## config.mk

```make
export PLATFORM = sky130hd
export DESIGN_NAME = display_scan_mux
export DESIGN_NICKNAME = d
export VERILOG_FILES = /design/src/rtl/display_scan_mux.sv
export SDC_FILE = /design/constraint.sdc
export NUM_CORES = 1
export LEC_CHECK = 0
export ABC_AREA = 1
export BUFFER_PORTS_ARGS = -buffer_cell sky130_fd_sc_hd__buf_2
export CORE_MARGIN = 5
export CORE_UTILIZATION = 53
export DETAILED_ROUTE_END_ITERATION = 10
export PLACE_DENSITY = 0.75
export SLEW_MARGIN = 20
export SYNTH_ARGS = -nofsm -noshare
export SYNTH_HDL_FRONTEND = slang
export SYNTH_SLANG_ARGS = --single-unit
```

## constraint.sdc

```tcl
create_clock -name clk -period 1.44 [get_ports clk]
set_input_delay 0.144 -clock clk [delete_from_list [all_inputs] [get_ports clk]]
set_output_delay 0.144 -clock clk [all_outputs]
set_load 0.1 [all_outputs]
```

## src/rtl/display_scan_mux.sv

```systemverilog
// Two-digit common-anode 7-segment scanner for a 0..15 code, with per-slot blanking guard.
// Optional: LEADING_ZERO_BLANK_EN keeps the tens digit dark when it would show "0".
module display_scan_mux #(
   parameter int REFRESH_DIV = 27000,
   parameter int GUARD       = 270
) (
   input  logic       clk,
   input  logic       rst,
   input  logic [3:0] binary_code,
   output logic [6:0] seg_n,
   output logic [1:0] an_n,
   output logic       frame_done
);

   localparam int CW = $clog2(REFRESH_DIV);

   typedef enum logic [1:0] {S_GUARD_U, S_SHOW_U, S_GUARD_T, S_SHOW_T} state_t;

   state_t       state_q, state_d;
   logic [CW-1:0] cnt_q, cnt_d;
   logic [3:0]   val_q, val_d;
   logic [1:0]   an_n_q, an_n_d;
   logic [6:0]   seg_n_q, seg_n_d;
   logic         wrap_q, wrap_d;
   logic         frame_done_q, frame_done_d;

   logic         slot_end, guard_end, tens;
   logic [3:0]   units;

   function automatic logic [6:0] pattern(input logic [3:0] d);
      case (d)
         4'd0:    pattern = 7'b1000000;
         4'd1:    pattern = 7'b1111001;
         4'd2:    pattern = 7'b0100100;
         4'd3:    pattern = 7'b0110000;
         4'd4:    pattern = 7'b0011001;
         4'd5:    pattern = 7'b0010010;
         4'd6:    pattern = 7'b0000010;
         4'd7:    pattern = 7'b1111000;
         4'd8:    pattern = 7'b0000000;
         4'd9:    pattern = 7'b0010000;
         default: pattern = 7'h7F;
      endcase
   endfunction

   always_comb begin
      slot_end  = (cnt_q == CW'(REFRESH_DIV - 1));
      guard_end = (cnt_q == CW'(GUARD - 1));
      tens      = (val_q >= 4'd10);
      units     = tens ? (val_q - 4'd10) : val_q;

      cnt_d   = slot_end ? '0 : cnt_q + CW'(1);
      state_d = state_q;
      val_d   = val_q;
      wrap_d  = 1'b0;
      an_n_d  = 2'b11;
      seg_n_d = 7'h7F;

      case (state_q)
         S_GUARD_U: if (guard_end) state_d = S_SHOW_U;
         S_SHOW_U: begin
            an_n_d  = 2'b10;
            seg_n_d = pattern(units);
            if (slot_end) state_d = S_GUARD_T;
         end
         S_GUARD_T: if (guard_end) state_d = S_SHOW_T;
         S_SHOW_T: begin
`ifdef LEADING_ZERO_BLANK_EN
            if (tens) begin
               an_n_d  = 2'b01;
               seg_n_d = pattern(4'd1);
            end
`else
            an_n_d  = 2'b01;
            seg_n_d = pattern({3'b000, tens});
`endif
            if (slot_end) begin
               // Frame boundary: latch the next value so a whole frame shows one code
               state_d = S_GUARD_U;
               val_d   = binary_code;
               wrap_d  = 1'b1;
            end
         end
         default: state_d = S_GUARD_U;
      endcase

      // Delayed one extra cycle so the pulse coincides with the outputs going blank
      frame_done_d = wrap_q;
   end

   always_ff @(posedge clk) begin
      if (rst) begin
         state_q      <= S_GUARD_U;
         cnt_q        <= '0;
         val_q        <= 4'd0;
         an_n_q       <= 2'b11;
         seg_n_q      <= 7'h7F;
         wrap_q       <= 1'b0;
         frame_done_q <= 1'b0;
      end else begin
         state_q      <= state_d;
         cnt_q        <= cnt_d;
         val_q        <= val_d;
         an_n_q       <= an_n_d;
         seg_n_q      <= seg_n_d;
         wrap_q       <= wrap_d;
         frame_done_q <= frame_done_d;
      end
   end

   assign an_n       = an_n_q;
   assign seg_n      = seg_n_q;
   assign frame_done = frame_done_q;

endmodule

```

==> flow_summary.yaml, run 1 <==
synthesis:
  async_reset_ff_share_pct: 0
  synth_flop_cell: "dfxtp_1"
  syn_area_mm2: 0.00180
  synthXorXnorAreaFrac_pct: 1.95
  yosysSeqAreaShare_pct: 35.6
  synthMuxAreaShare_pct: 0
  yosys.area.top_type: "dfxtp_1"
  synth_nets: 266
  synth.most_common_cell: "nand2_1"
  synth_area_leaders: "dfxtp_1 36%, nand2_1 12%, ha_1 9.0%"
  yosys.area_share.simple_pct: 36.3
  netlist.area_leader.share_pct: 35.6
  syn_inst: 247
  synth_warnings: 0
  synth_fa_ha_area_share_pct: 9.03
  synth_top_family_by_area: "simple AND/OR/NAND/NOR gates"
  syn_avg_cell_area_um2: 7.29
  synth-seq-cells: 32
  synth_compound_area_share_pct: 8.83
  synth.top_cells.by_count: "59 x nand2_1, 38 x nor2_1, 32 x dfxtp_1"
  yosys.cell_types.count: 29
  synth_edf_count: 0
global_route:
  gr-total-overflow: 0
  grt_pass1_vias: 1392
  grtUsageTotal_pct: 17.1
  grt_pass1_wl_um: 5960
  antenna_found_initial: 0
  grt_max_degree: 12
critical_path:
  worstPathArrival_ns: 1.61
  crit_chain: "buf_4 > nand3_2 > nand2_2 > ha_1 > inv_1 > o21ai_2 > o21bai_1 > nand2_1 > nand2_1"
  r2r-end: "seg_n[5]$_SDFF_PP1_"
  cp_slowest_cell: "dfxtp_2"
  cp_num_buf_inv: 2
  cp_num_cells: 9
  cp_top_family: "flip-flops"
  rr_startpoint: "val_q[2]$_SDFFE_PP0P_"
  cpPeakStageDelay_ns: 0.34
  critPathKind: "flip-flop to flip-flop"
  reg2reg_depth: 9
  critPathMaxFanout: 4
  r2r_slack_ns: 0.08
  required_ns: 1.69
  critPathLaunchType: "flip-flop"
  end_kind: "flip-flop"
  cpMostUsedCell: "nand2_1"
cts:
  worst_skew_pair.late_latency_ns: 0.35
  path_clk_slew_ns: 0.11
  htreeDepth: 2
  tritoncts: "done"
  cts_made_buffers: 5
  cts_sinks: 32
  cts_root_buf: "clkbuf_4"
  clockBufferDepth: 2
  cts-hold-fix-buffers: 0
routing:
  drt-total-wl_um: 3630
  antenna_left: 0
  wl_per_cell_um: 10.9
  via_per_inst: 4.82
  drcViolationCount: 0
  via_count: 1599
  drt-pass1-iter-count: 4
  drt-initial-drc-count: 96
placement:
  gp_congestion: 0.814
  detailed_place_hpwl_um: 2610
  pre_cts_ws_ns: 0.0164
  portBuffers: 15
min_path:
  min_path_cells: 3
  min_from: "binary_code[2]"
  min_path_type: "input pin to flip-flop"
  hold_end: "val_q[2]$_SDFFE_PP0P_"
sta:
  tightest_slew_ns: 0.489
  relSlewSlack_pct: 67.6
  fmax_mhz: 736
  skew_ns: 0.0114
  slew_viol_final: 0
  period_share_pct: 94.4
  rsz0062_at_grt: "yes"
  fin_hold_ws_ns: 0.00917
  hold_viol: 0
  fin_ws_ns: 0.0813
  min_period_ns: 1.36
  setup_viol: 0
status:
  status: "complete, no violations"
pwr:
  p_leak_nw: 0.945
  irDropWorstVdd_uv: 491
  power.density_mw_per_mm2: 1120
cells_and_area:
  area_growth_pct: 22.5
  drive_gt1_share_pct: 31.8
  nNetsFinal: 304
  n_antenna_cell: 0
floorplanning:
  initial_core_util_pct: 54.4
  chipHeight_um: 68.3
  rows: 21
  io-pin-count: 16
  die_w_um: 68.3
  fp.dieArea_mm2: 0.00466
  core_mm2: 0.00331
run:
  maxCapViolCount: 0
-- cells in the final DEF, fill, tap and decap left out, types with 2 or more instances in the layout --
cell type / count
a21oi_1: 7
a21oi_2: 5
buf_2: 15
buf_4: 17
clkbuf_4: 5
dfxtp_1: 28
dfxtp_2: 4
ha_1: 10
ha_4: 2
inv_1: 26
inv_2: 7
inv_4: 2
nand2_1: 56
nand2_2: 8
nand3_1: 11
nand3_2: 4
nand4_1: 5
nor2_1: 35
nor2_2: 4
nor2_4: 4
nor3_1: 3
nor3_2: 2
o21ai_0: 5
o21ai_1: 2
or2_2: 2
xor2_1: 3
-- how the worst max path moves through the flow --
| stage | startpoint | slack (ns) | endpoint |
|---|---|---|---|
| global route | val_q[1]$_SDFFE_PP0P_ | -0.07 | seg_n[1]$_SDFF_PP1_ |
| detailed placement | val_q[2]$_SDFFE_PP0P_ | 0.02 | seg_n[1]$_SDFF_PP1_ |
| floorplan | val_q[1]$_SDFFE_PP0P_ | 0.08 | seg_n[1]$_SDFF_PP1_ |
| CTS | val_q[1]$_SDFFE_PP0P_ | 0.0003 | seg_n[1]$_SDFF_PP1_ |
| global placement | val_q[2]$_SDFFE_PP0P_ | 0.06 | seg_n[1]$_SDFF_PP1_ |
| finish | val_q[2]$_SDFFE_PP0P_ | 0.08 | seg_n[5]$_SDFF_PP1_ |
-- sequential cells by signal, indices dropped and copies added, names as in the netlist --
name,cells
an_n,2
state_q,2
frame_done_d,1
seg_n,7
val_q,4
frame_done,1
cnt_q,15
-- routing by layer --
layer / part of all wire, % / vias to the layer above / track usage (%)
met3: 4.9 / 8 / 5.75
met5: 0 / - / 0
met4: 1.8 / 0 / 8.19
met1: 48 / 711 / 21.2
li1: - / 848 / -
met2: 46 / 32 / 26.4
-- per-stage QoR --
step	instance area, um2	power [mW]	utilization [%]	TNS (ns)	cells
after global routing	2210	2.60	66.6	-0.129	332
after CTS	2120	2.47	64.0	0	331
final	2210	2.47	66.6	0	332
after global placement	2040	1.78	61.7	0	323
after floorplan	1800	1.63	-	0	247
after detailed placement	2040	1.79	61.7	0	323
-- timing repair --
item,in CTS,in global routing
gates resized for setup,2,27
endpoints found under the setup margin,4,25
endpoints found under the hold margin,0,0
pin swaps,1,9
setup buffers,0,1
-- cell families (layout without fill, tap and decap cells) --
kind of cell	count (synthesis)	count (layout)
flip-flops	32	32
XOR/XNOR	4	4
adder cells (fa/ha/maj)	13	13
buffers and inverters	37	76
AO/OA/AOI/OAI	23	23
AND/OR/NAND/NOR	138	138
-- where the power goes --
| group | total [mW] | switching, mW | internal (mW) | leakage, nW |
|---|---|---|---|---|
| registers | 0.983 | 0.0229 | 0.960 | 0.262 |
| clock network | 0.681 | 0.317 | 0.364 | 0.0422 |
| logic | 0.808 | 0.621 | 0.187 | 0.641 |
| total | 2.47 | 0.961 | 1.51 | 0.945 |
-- worst reg2reg max path: stages, from the launching register on --
cell      delay [ns]
dfxtp_2         0.34
buf_4           0.13
nand3_2         0.10
nand2_2         0.09
ha_1            0.19
inv_1           0.07
o21ai_2         0.07
o21bai_1        0.17
nand2_1         0.06
nand2_1         0.04
-- area by class of cell --
cell class                 count  area [um2]
clock buffer                   6        41.3
tap                           46        57.6
inverter                      35         136
timing repair buffer          33         214
fill                         284        1100
multi-input combinational    178        1080
clock inverter                 2        35.0
sequential                    32         646
No activity file was read; power rests on OpenSTA's default activity.
==> inputs of run 2 (changes only) <==
--- a/config.mk
+++ b/config.mk
@@ -7,10 +7,10 @@
 export LEC_CHECK = 0
 export ABC_AREA = 1
 export BUFFER_PORTS_ARGS = -buffer_cell sky130_fd_sc_hd__buf_2
-export CORE_MARGIN = 5
-export CORE_UTILIZATION = 53
+export CORE_MARGIN = 2
+export CORE_UTILIZATION = 63
 export DETAILED_ROUTE_END_ITERATION = 10
-export PLACE_DENSITY = 0.75
+export PLACE_DENSITY = 0.84
 export SLEW_MARGIN = 20
 export SYNTH_ARGS = -nofsm -noshare
 export SYNTH_HDL_FRONTEND = slang
==> constraint.sdc (replaced) <==
create_clock -name clk -period 1.6 [get_ports clk]
set_input_delay 0.16 -clock clk [delete_from_list [all_inputs] [get_ports clk]]
set_output_delay 0.16 -clock clk [all_outputs]
set_load 0.1 [all_outputs]
==> flow_summary.yaml, run 2 (synthesis gave the netlist of run 1 again) <==
critical_path:
  rr_startpoint: "val_q[1]$_SDFFE_PP0P_"
  reg2reg_depth: 9
  end_kind: "flip-flop"
  required_ns: 1.83
  critPathMaxFanout: 8
  critPathKind: "flip-flop to flip-flop"
  cpPeakStageDelay_ns: 0.37
  r2r-end: "seg_n[1]$_SDFF_PP1_"
  cp_slowest_cell: "dfxtp_1"
  r2r_slack_ns: 0.11
  critPathLaunchType: "flip-flop"
  worstPathArrival_ns: 1.72
  crit_chain: "inv_1 > ha_1 > nand2_1 > nand2_4 > inv_1 > nor2_1 > nor2_1 > o21ai_1 > nand2_1"
cts:
  cts-hold-fix-buffers: 0
  cts_resized: 0
  cts_made_buffers: 5
  cts_root_buf: "clkbuf_4"
  htreeDepth: 2
  tritoncts: "done"
  clockBufferDepth: 2
  cts_sinks: 32
  worst_skew_pair.late_latency_ns: 0.34
  path_clk_slew_ns: 0.09
  post-cts-setup-buffers: 0
sta:
  slew_viol_final: 0
  min_period_ns: 1.49
  fin_hold_ws_ns: 0.0406
  tightest_slew_ns: 0.484
  setup_tns_ns: 0
  fin_ws_ns: 0.107
  setup_viol: 0
  skew_ns: 0.0146
  period_share_pct: 93.3
  relSlewSlack_pct: 68.0
  hold_viol: 0
  fmax_mhz: 670
placement:
  pre_cts_ws_ns: 0.0846
  dpl_cell_area_mm2: 0.00191
  dpl.cell_count: 293
  portBuffers: 15
  gp_congestion: 0.875
  detailed_place_hpwl_um: 2580
global_route:
  grtUsageTotal_pct: 23.1
  grt_pass1_vias: 1329
  grt_max_degree: 12
  grt_pass1_wl_um: 5710
  antenna_found_initial: 0
  gr-total-overflow: 0
routing:
  drt-total-wl_um: 3400
  via_count: 1538
  drt-pass1-iter-count: 4
  wl_per_cell_um: 11.3
  via_per_inst: 5.11
  drcViolationCount: 0
  drt-initial-drc-count: 77
  antenna_left: 0
cells_and_area:
  layoutNonFillerInstCount: 301
  area_growth_pct: 10.6
  final_area_mm2: 0.00199
  layout_commonest_cell: "nand2_1"
  drive_gt1_share_pct: 21.5
  final_util_pct: 72.8
  regMostFlops: "cnt_q"
  n_antenna_cell: 0
  nNetsFinal: 288
  largest_reg_flops: 15
  final_cell_mix: "58 x nand2_1, 36 x nor2_1, 31 x inv_1, 31 x dfxtp_1, 15 x buf_2"
floorplanning:
  die_w_um: 57.5
  io-pin-count: 16
  core_mm2: 0.00273
  chipHeight_um: 57.5
  rows: 19
  fp.dieArea_mm2: 0.00330
  initial_core_util_pct: 65.9
pwr:
  p_leak_nw: 0.839
  internal_power_mw: 1.21
  power_frac_seq_pct: 44.2
  clkPwrFrac_pct: 23.9
  comb_power_share_pct: 31.9
  total_power_mw: 2.04
  power.density_mw_per_mm2: 1030
  irDropWorstVdd_uv: 1110
  p_sw_mw: 0.835
  switching_share_pct: 40.9
min_path:
  min_from: "binary_code[0]"
  hold_end: "val_q[0]$_SDFFE_PP0P_"
  min_path_type: "input pin to flip-flop"
  min_path_cells: 3
status:
  status: "complete, no violations"
run:
  maxCapViolCount: 0
run 2: final cells by class:
type	count	area, um2
Inverter	35	134
Tap cell	31	38.8
Clock buffer	8	58.8
Sequential cell	32	642
Fill cell	227	743
Timing Repair Buffer	17	90.1
Multi-Input combinational cell	178	1030
run 2: power by group through the flow:
stage	Clock [mW]	Combinational [mW]	Sequential, mW
floorplan	0	0.189	1.28
global placement	0	0.641	0.918
detailed placement	0	0.649	0.921
CTS	0.499	0.650	0.902
global route	0.523	0.696	0.911
finish	0.488	0.653	0.902
run 2: worst max path at each step:
| stage | startpoint | endpoint | slack (ns) |
|---|---|---|---|
| final | val_q[1]$_SDFFE_PP0P_ | seg_n[1]$_SDFF_PP1_ | 0.11 |
| after global routing | val_q[1]$_SDFFE_PP0P_ | seg_n[4]$_SDFF_PP1_ | -0.0006 |
| after CTS | val_q[3]$_SDFFE_PP0P_ | seg_n[5]$_SDFF_PP1_ | 0.07 |
| after detailed placement | val_q[3]$_SDFFE_PP0P_ | seg_n[5]$_SDFF_PP1_ | 0.08 |
| after global placement | val_q[3]$_SDFFE_PP0P_ | seg_n[5]$_SDFF_PP1_ | 0.11 |
| after floorplan | val_q[1]$_SDFFE_PP0P_ | seg_n[1]$_SDFF_PP1_ | 0.24 |
run 2: worst max-delay path, delay by kind of cell, from the launching register on:
kind | cells | cell delay (ns)
compound gates | 1 | 0.13
fa+ha+maj | 1 | 0.28
buf+inv | 2 | 0.17
flops | 1 | 0.37
simple gates | 5 | 0.43
run 2: routing by layer:
| layer | share of wire (%) | global-route usage [%] | vias up |
|---|---|---|---|
| li1 | - | - | 819 |
| met2 | 43 | 34.6 | 37 |
| met1 | 49 | 30.9 | 673 |
| met4 | 2.6 | 12.0 | 0 |
| met3 | 5.3 | 5.44 | 9 |
| met5 | 0 | 0 | - |
